File: src/rtl/conv_pkg.sv
`default_nettype none
// ============================================================================
// conv_pkg
// Shared state encoding, kernel helper and register macro for the conv slice.
// Revision: 1.0
// ============================================================================
`ifndef CONV_PKG_REG_MACRO
`define CONV_PKG_REG_MACRO
`define REG(clk_, rst_n_, q_, d_, rst_val_) \
  always_ff @(posedge clk_ or negedge rst_n_) \
    if (!rst_n_) q_ <= rst_val_; \
    else q_ <= d_;
`endif

package conv_pkg;

  typedef enum logic [1:0] {
    IDLE  = 2'd0,
    ISSUE = 2'd1,
    DRAIN = 2'd2
  } fsm_state_e;

  function automatic int pad_offset(input int k);
    return k / 2;
  endfunction

endpackage
`default_nettype wire

File: src/rtl/operand_skid_fifo.sv
`default_nettype none
// ============================================================================
// operand_skid_fifo
// Two-entry FIFO holding operand pairs; push and pop may coincide when full.
// Revision: 1.0
// ============================================================================
module operand_skid_fifo #(
  parameter int WIDTH = 32
) (
  input  logic             clk,
  input  logic             arst_n_in,
  input  logic             push,
  input  logic             pop,
  input  logic [WIDTH-1:0] wdata,
  output logic [WIDTH-1:0] rdata,
  output logic [1:0]       count,
  output logic             full,
  output logic             empty
);

  logic [WIDTH-1:0] r_mem [2];
  logic             r_wr_ptr;
  logic             r_rd_ptr;
  logic [1:0]       r_count;
  logic             w_do_push;
  logic             w_do_pop;

  assign w_do_pop  = pop && (r_count != 2'd0);
  assign w_do_push = push && ((r_count != 2'd2) || w_do_pop);

  for (genvar i = 0; i < 2; i++) begin : g_entry
    always_ff @(posedge clk or negedge arst_n_in)
      if (!arst_n_in) r_mem[i] <= '0;
      else if (w_do_push && (int'(r_wr_ptr) == i)) r_mem[i] <= wdata;
  end

  `REG(clk, arst_n_in, r_wr_ptr, r_wr_ptr ^ w_do_push, 1'b0)
  `REG(clk, arst_n_in, r_rd_ptr, r_rd_ptr ^ w_do_pop, 1'b0)
  `REG(clk, arst_n_in, r_count, r_count + {1'b0, w_do_push} - {1'b0, w_do_pop}, 2'd0)

  assign rdata = r_mem[r_rd_ptr];
  assign count = r_count;
  assign full  = (r_count == 2'd2);
  assign empty = (r_count == 2'd0);

endmodule
`default_nettype wire

File: src/rtl/conv_operand_tx.sv
`default_nettype none
// ============================================================================
// conv_operand_tx
// Streams zero-padded activation/weight operand pairs in conv loop order.
// Revision: 1.0
// ============================================================================
module conv_operand_tx
  import conv_pkg::*;
#(
  parameter int FEATURE_MAP_WIDTH  = 1024,
  parameter int FEATURE_MAP_HEIGHT = 1024,
  parameter int INPUT_NB_CHANNELS  = 64,
  parameter int OUTPUT_NB_CHANNELS = 64,
  parameter int KERNEL_SIZE        = 3,
  parameter int DATA_WIDTH         = 16,
  parameter int ACT_ADDR_WIDTH     = 20,
  parameter int WGT_ADDR_WIDTH     = 16
) (
  input  logic                      clk,
  input  logic                      arst_n_in,
  input  logic                      start,
  output logic                      busy,
  output logic                      done,
  output logic                      act_re,
  output logic [ACT_ADDR_WIDTH-1:0] act_addr,
  input  logic [DATA_WIDTH-1:0]     act_rdata,
  output logic                      wgt_re,
  output logic [WGT_ADDR_WIDTH-1:0] wgt_addr,
  input  logic [DATA_WIDTH-1:0]     wgt_rdata,
  output logic                      a_valid,
  output logic                      b_valid,
  input  logic                      a_ready,
  input  logic                      b_ready,
  output logic [DATA_WIDTH-1:0]     a_data,
  output logic [DATA_WIDTH-1:0]     b_data
);

  localparam int c_pad = pad_offset(KERNEL_SIZE);
  localparam int c_xw  = (FEATURE_MAP_WIDTH > 1) ? $clog2(FEATURE_MAP_WIDTH) : 1;
  localparam int c_yw  = (FEATURE_MAP_HEIGHT > 1) ? $clog2(FEATURE_MAP_HEIGHT) : 1;
  localparam int c_ciw = (INPUT_NB_CHANNELS > 1) ? $clog2(INPUT_NB_CHANNELS) : 1;
  localparam int c_cow = (OUTPUT_NB_CHANNELS > 1) ? $clog2(OUTPUT_NB_CHANNELS) : 1;
  localparam int c_kw  = (KERNEL_SIZE > 1) ? $clog2(KERNEL_SIZE) : 1;
  localparam int c_fw  = 2 * DATA_WIDTH;

  fsm_state_e      r_state, w_state_nxt;
  logic [c_xw-1:0]  r_x, w_x_nxt;
  logic [c_yw-1:0]  r_y, w_y_nxt;
  logic [c_ciw-1:0] r_ci, w_ci_nxt;
  logic [c_cow-1:0] r_co, w_co_nxt;
  logic [c_kw-1:0]  r_kv, w_kv_nxt;
  logic [c_kw-1:0]  r_kh, w_kh_nxt;
  logic w_x_last, w_y_last, w_ci_last, w_co_last, w_kv_last, w_kh_last, w_last_slot;
  logic w_in_issue, w_in_drain, w_issue, w_pop, w_last_xfer, w_pad;
  logic r_inflight, r_pad_d, r_done;
  logic [2:0] w_occ;
  int   w_xs, w_ys, w_act_full, w_wgt_full;
  logic [1:0]            w_fifo_count;
  logic                  w_fifo_full, w_fifo_empty, w_fifo_push, w_fifo_pop;
  logic [DATA_WIDTH-1:0] w_act_resp;
  logic [c_fw-1:0]       w_resp, w_fifo_rdata, w_head;

  always_ff @(posedge clk or negedge arst_n_in)
    if (!arst_n_in) r_state <= IDLE;
    else            r_state <= w_state_nxt;

  always_comb begin
    w_state_nxt = r_state;
    unique case (r_state)
      IDLE:    if (start) w_state_nxt = ISSUE;
      ISSUE:   if (w_issue && w_last_slot) w_state_nxt = DRAIN;
      DRAIN:   if (w_last_xfer) w_state_nxt = IDLE;
      default: w_state_nxt = IDLE;
    endcase
  end

  always_comb begin
    busy       = (r_state != IDLE);
    w_in_issue = (r_state == ISSUE);
    w_in_drain = (r_state == DRAIN);
  end

  // Occupancy counts the slot in flight; a pop this cycle already frees space.
  assign w_occ       = {1'b0, w_fifo_count} + {2'b00, r_inflight};
  assign w_pop       = a_valid && a_ready && b_ready;
  assign w_issue     = w_in_issue && ((w_occ - {2'b00, w_pop}) < 3'd2);
  assign w_last_xfer = w_in_drain && w_pop && (w_occ == 3'd1);

  always_comb begin
    w_kh_last   = (r_kh == c_kw'(KERNEL_SIZE - 1));
    w_kv_last   = (r_kv == c_kw'(KERNEL_SIZE - 1));
    w_co_last   = (r_co == c_cow'(OUTPUT_NB_CHANNELS - 1));
    w_ci_last   = (r_ci == c_ciw'(INPUT_NB_CHANNELS - 1));
    w_y_last    = (r_y == c_yw'(FEATURE_MAP_HEIGHT - 1));
    w_x_last    = (r_x == c_xw'(FEATURE_MAP_WIDTH - 1));
    w_last_slot = w_kh_last && w_kv_last && w_co_last && w_ci_last && w_y_last && w_x_last;
    w_kh_nxt = r_kh;
    w_kv_nxt = r_kv;
    w_co_nxt = r_co;
    w_ci_nxt = r_ci;
    w_y_nxt  = r_y;
    w_x_nxt  = r_x;
    if (w_issue) begin
      w_kh_nxt = w_kh_last ? '0 : r_kh + c_kw'(1);
      if (w_kh_last) begin
        w_kv_nxt = w_kv_last ? '0 : r_kv + c_kw'(1);
        if (w_kv_last) begin
          w_co_nxt = w_co_last ? '0 : r_co + c_cow'(1);
          if (w_co_last) begin
            w_ci_nxt = w_ci_last ? '0 : r_ci + c_ciw'(1);
            if (w_ci_last) begin
              w_y_nxt = w_y_last ? '0 : r_y + c_yw'(1);
              if (w_y_last) w_x_nxt = w_x_last ? '0 : r_x + c_xw'(1);
            end
          end
        end
      end
    end
  end

  `REG(clk, arst_n_in, r_kh, w_kh_nxt, '0)
  `REG(clk, arst_n_in, r_kv, w_kv_nxt, '0)
  `REG(clk, arst_n_in, r_co, w_co_nxt, '0)
  `REG(clk, arst_n_in, r_ci, w_ci_nxt, '0)
  `REG(clk, arst_n_in, r_y, w_y_nxt, '0)
  `REG(clk, arst_n_in, r_x, w_x_nxt, '0)

  always_comb begin
    w_xs       = int'(r_x) + int'(r_kh) - c_pad;
    w_ys       = int'(r_y) + int'(r_kv) - c_pad;
    w_pad      = (w_xs < 0) || (w_xs >= FEATURE_MAP_WIDTH) ||
                 (w_ys < 0) || (w_ys >= FEATURE_MAP_HEIGHT);
    w_act_full = (w_ys * FEATURE_MAP_WIDTH + w_xs) * INPUT_NB_CHANNELS + int'(r_ci);
    w_wgt_full = ((int'(r_co) * INPUT_NB_CHANNELS + int'(r_ci)) * KERNEL_SIZE
                  + int'(r_kv)) * KERNEL_SIZE + int'(r_kh);
    act_re     = w_issue && !w_pad;
    act_addr   = act_re ? ACT_ADDR_WIDTH'(w_act_full) : '0;
    wgt_re     = w_issue;
    wgt_addr   = w_issue ? WGT_ADDR_WIDTH'(w_wgt_full) : '0;
  end

  `REG(clk, arst_n_in, r_inflight, w_issue, 1'b0)
  `REG(clk, arst_n_in, r_pad_d, w_issue && w_pad, 1'b0)
  `REG(clk, arst_n_in, r_done, w_last_xfer, 1'b0)

  assign w_act_resp = r_pad_d ? '0 : act_rdata;
  assign w_resp     = {w_act_resp, wgt_rdata};

  // An empty FIFO lets the read response go straight out; it is only
  // captured when the consumer does not take it in the same cycle.
  assign a_valid     = !w_fifo_empty || r_inflight;
  assign b_valid     = a_valid;
  assign w_fifo_pop  = w_pop && !w_fifo_empty;
  assign w_fifo_push = r_inflight && !(w_fifo_empty && w_pop) && !(w_fifo_full && !w_fifo_pop);
  assign w_head      = !w_fifo_empty ? w_fifo_rdata : (r_inflight ? w_resp : '0);
  assign a_data      = w_head[c_fw-1:DATA_WIDTH];
  assign b_data      = w_head[DATA_WIDTH-1:0];
  assign done        = r_done;

  operand_skid_fifo #(
    .WIDTH (c_fw)
  ) u_fifo (
    .clk       (clk),
    .arst_n_in (arst_n_in),
    .push      (w_fifo_push),
    .pop       (w_fifo_pop),
    .wdata     (w_resp),
    .rdata     (w_fifo_rdata),
    .count     (w_fifo_count),
    .full      (w_fifo_full),
    .empty     (w_fifo_empty)
  );

endmodule
`default_nettype wire

File: config.mk
export PLATFORM = sky130hd
export DESIGN_NAME = conv_operand_tx
export DESIGN_NICKNAME = d
export VERILOG_FILES = /design/src/rtl/conv_pkg.sv /design/src/rtl/operand_skid_fifo.sv /design/src/rtl/conv_operand_tx.sv
export SDC_FILE = /design/constraint.sdc
export NUM_CORES = 1
export LEC_CHECK = 0
export ABC_AREA = 1
export ABC_CLOCK_PERIOD_IN_PS = 12200
export CAP_MARGIN = 20
export CORE_MARGIN = 3
export CORE_UTILIZATION = 53
export CTS_BUF_LIST = sky130_fd_sc_hd__clkbuf_2 sky130_fd_sc_hd__clkbuf_4 sky130_fd_sc_hd__clkbuf_8
export DETAILED_ROUTE_END_ITERATION = 8
export DONT_BUFFER_PORTS = 1
export PLACE_DENSITY = 0.68
export REMOVE_ABC_BUFFERS = 1
export SYNTH_ARGS = -nofsm -noshare
export SYNTH_HDL_FRONTEND = slang
export SYNTH_SLANG_ARGS = --single-unit
export TNS_END_PERCENT = 20
File: constraint.sdc
create_clock -name clk -period 12.2 [get_ports clk]
set_input_delay 1.22 -clock clk [delete_from_list [all_inputs] [get_ports clk]]
set_output_delay 1.22 -clock clk [all_outputs]
set_load 0.01 [all_outputs]
==> flow_summary.toml <==
[outcome]
status = "finished clean"

[timing]
fin_setup_tns_ns = 0
rsz0062_at_grt = "false"
slew_headroom = 0.338
slew_viol_final = 0
setup_viol_count_final = 0
setup_ws_ns = 6.34
fmax_ghz = 0.171
finalClockSkew_ns = 0.0111
max_slew.worst_pin.slew_ns = 0.994
hold_violations = 0
fin_crit_ns = 5.86
period_share = 0.481

[layout]
drive_gt1_frac = 0.0708
syn_to_final_growth_pct = 4.90
fin_nets = 1199

[place]
dp_slack_ns = 6.58
hpwl_mm = 13.2
gp_congestion = 0.890
port_buffers = 0

[floorplan]
ios = 111
die_width_um = 132
die_y_um = 132
die_area_um2 = 17300
initial_core_util = 0.545
core-area_um2 = 15300
rows = 45

[power]
switchingPower_mw = 1.35
power.total_mw = 2.52
leakage_nw = 4.48
p_clk_frac = 0.093
share_comb_of_total_power = 0.681
seq_power_share = 0.226
swShare = 0.535
p_int_mw = 1.17
powerDensity_nw_per_um2 = 288
ir_drop_uv = 231

[cts]
cts-root-buf = "clkbuf_8"
numCtsBuffers = 9
hold_buffers = 0
clock_sink_count = 109
ctsResizeCount = 0
clock_latency_ns = 0.39
postCtsSetupBuffers = 0
cts_buffer_depth = 2
cts.htree.levels = 3
cts_tree = "built"
clkTransAtPathRegs_ns = 0.11

[global_routing]
grt_max_degree = 110
antenna_found_initial = 0
grt_first_pass_wirelength_mm = 30.8
grt_usage = 0.211
grt_pass1_vias = 6368
gr-total-overflow = 0

[yosys]
yosysTopAreaCellShare = 0.327
syn-cell-area_um2 = 8350
ys_warn_count = 0
synth_top_cell_by_area = "dfrtp_1"
netlist_top_cells_area = "dfrtp_1 (33%), ha_1 (15%), nor2_1 (8.1%)"
netlist_instances = 1073
ys_ff_latch = 109
async_reset_ff_frac = 1.00
ys.flop_type = "dfrtp_1"
synth_area_per_cell_um2 = 7.78
yosysUniqueCellTypes = 38
ys_seq_area_frac = 0.327
synth-edff-count = 0

[detailed_routing]
met3RoutedLength_um = 701
routedWlPerCell_um = 14.2
drt-total-wl_mm = 18.1
remaining_drc_errors = 0
via_count = 6805
topRoutingLayerUsed = "met4"
antenna_left = 0
wl_met2_mm = 8.33
wl_met1_mm = 8.91
drtIter0Drc = 442
firstDrtPassIters = 5
via_per_inst = 5.35

[setup_path]
cp_data_arrival_time_ns = 4.64
critical_path.endpoint_type = "primary output"
crit_path_start_kind = "flop"
worstSetupPathType = "reg -> out"
ff2ff_setup_slack_ns = 8.65
path_max_fanout = 5
critPathRequiredTime_ns = 10.98

[flow_run]
cap_violations = 0

[worst_hold_path]
hold_class = "reg -> reg"
==> Yosys cell counts (3+ instances only) <==
library cell / instances
nor2_1: 180
clkbuf_1: 25
a31oi_1: 6
o21bai_1: 5
xnor2_1: 8
dfrtp_1: 109
nor3_1: 5
nand3_1: 85
mux2_2: 32
ha_1: 100
a21oi_1: 72
o21ai_1: 9
or2_2: 4
xor2_1: 27
o21ai_0: 39
fa_1: 7
buf_2: 6
o31ai_1: 16
o32ai_1: 16
inv_1: 130
nand4_1: 8
nand2_2: 3
nand2_1: 161
==> placed cells by master (no fill, tap or decap), types with 6 or more instances in the layout <==
| master | n |
|---|---|
| nor2_1 | 179 |
| nand2_1 | 161 |
| inv_1 | 130 |
| dfrtp_1 | 109 |
| ha_1 | 98 |
| nand3_1 | 85 |
| a21oi_1 | 72 |
| o21ai_0 | 39 |
| mux2_2 | 32 |
| xor2_1 | 27 |
| o32ai_1 | 16 |
| o31ai_1 | 16 |
| clkbuf_8 | 10 |
| o21ai_1 | 9 |
| xnor2_1 | 8 |
| nand4_1 | 8 |
| fa_1 | 7 |
| a31oi_1 | 6 |
==> through the flow <==
| step | hold WS (ns) | instances | util | cell area [µm²] |
|---|---|---|---|---|
| 4_1_cts | 0.495 | 1270 | 0.571 | 8740 |
| 3_5_place_dp | 0.496 | 1254 | 0.557 | 8530 |
| 3_3_place_gp | 0.489 | 1253 | 0.555 | 8500 |
| 5_1_grt | 0.487 | 1271 | 0.572 | 8750 |
| 2_1_floorplan | 0.465 | 1039 | - | 8200 |
| 6_report | 0.517 | 1272 | 0.572 | 8760 |
==> logic make-up (layout without fill, tap and decap cells) <==
family	count (synthesis)	in the layout	share of synthesized area
buffers and inverters	165	152	0.0764
flip-flops	109	109	0.327
adder cells (fa/ha/maj)	107	107	0.167
AND/OR/NAND/NOR	459	459	0.235
multiplexers	32	32	0.0432
other	0	1	0
XOR/XNOR	35	35	0.0367
AO/OA/AOI/OAI	166	166	0.115
==> per-layer routing <==
layer  GRT usage  vias to the layer above
met3      0.0322                       14
met5           0                        -
met1       0.302                     3150
met2       0.343                      134
met4      0.0426                        0
li1            -                     3507
==> registers in the layout, indices dropped and copies added, names as in the netlist <==
name,flops
u_fifo.r_rd_ptr,1
r_pad_d,1
r_kh,2
u_fifo.r_wr_ptr,1
r_y,10
r_state,2
u_fifo.count,2
r_x,10
r_ci,6
u_fifo.r_mem,64
r_kv,2
r_co,6
done,1
r_inflight,1
==> critical path, cell delays in order (launching register included) <==
cell,delay (ns)
dfrtp_1,0.41
inv_1,0.18
fa_1,0.44
inv_1,0.07
ha_1,0.19
inv_1,0.07
fa_1,0.39
o21ai_0,0.41
nand2_1,0.09
a31oi_1,0.17
xor2_1,0.22
ha_1,0.27
ha_1,0.35
a21oi_1,0.23
nor2_1,0.06
nor2_1,0.15
nor2_1,0.06
nor3_1,0.19
a21oi_1,0.10
nor2_1,0.22
==> final cells by class <==
class,instances,area (µm²)
diodes,1,2.50
inverters,131,492
clock buffers,11,145
clock inverters,5,66.3
multi-input cells,799,4990
repair buffers,5,65.1
fillers,1462,6560
flip-flops and latches,109,2730
well taps,211,264
==> power by group through the flow <==
stage / combinational (mW) / clock (mW) / sequential, mW
after floorplan: 1.36 / 0 / 0.564
after global placement: 1.68 / 0 / 0.571
after detailed placement: 1.71 / 0 / 0.577
after CTS: 1.72 / 0.242 / 0.569
after global routing: 1.95 / 0.256 / 0.588
final: 1.72 / 0.236 / 0.568
==> path summary, 6_finish.rpt <==
kind / from / cells past startpoint / endpoint
max in group asynchronous: arst_n_in / 0 / r_ci[0]$_DFFE_PN0P_
min in group asynchronous: arst_n_in / 0 / r_co[4]$_DFFE_PN0P_
worst max register to register: r_inflight$_DFF_PN0_ / 8 / u_fifo.r_mem[39]$_DFFE_PN0P_
worst min-delay path: u_fifo.r_mem[44]$_DFFE_PN0P_ / 1 / u_fifo.r_mem[44]$_DFFE_PN0P_
worst min register to register: u_fifo.r_mem[44]$_DFFE_PN0P_ / 1 / u_fifo.r_mem[44]$_DFFE_PN0P_
worst max-delay path: r_kv[1]$_DFFE_PN0P_ / 19 / wgt_addr[14]
Note: power is estimated with default switching activity, not from simulation.
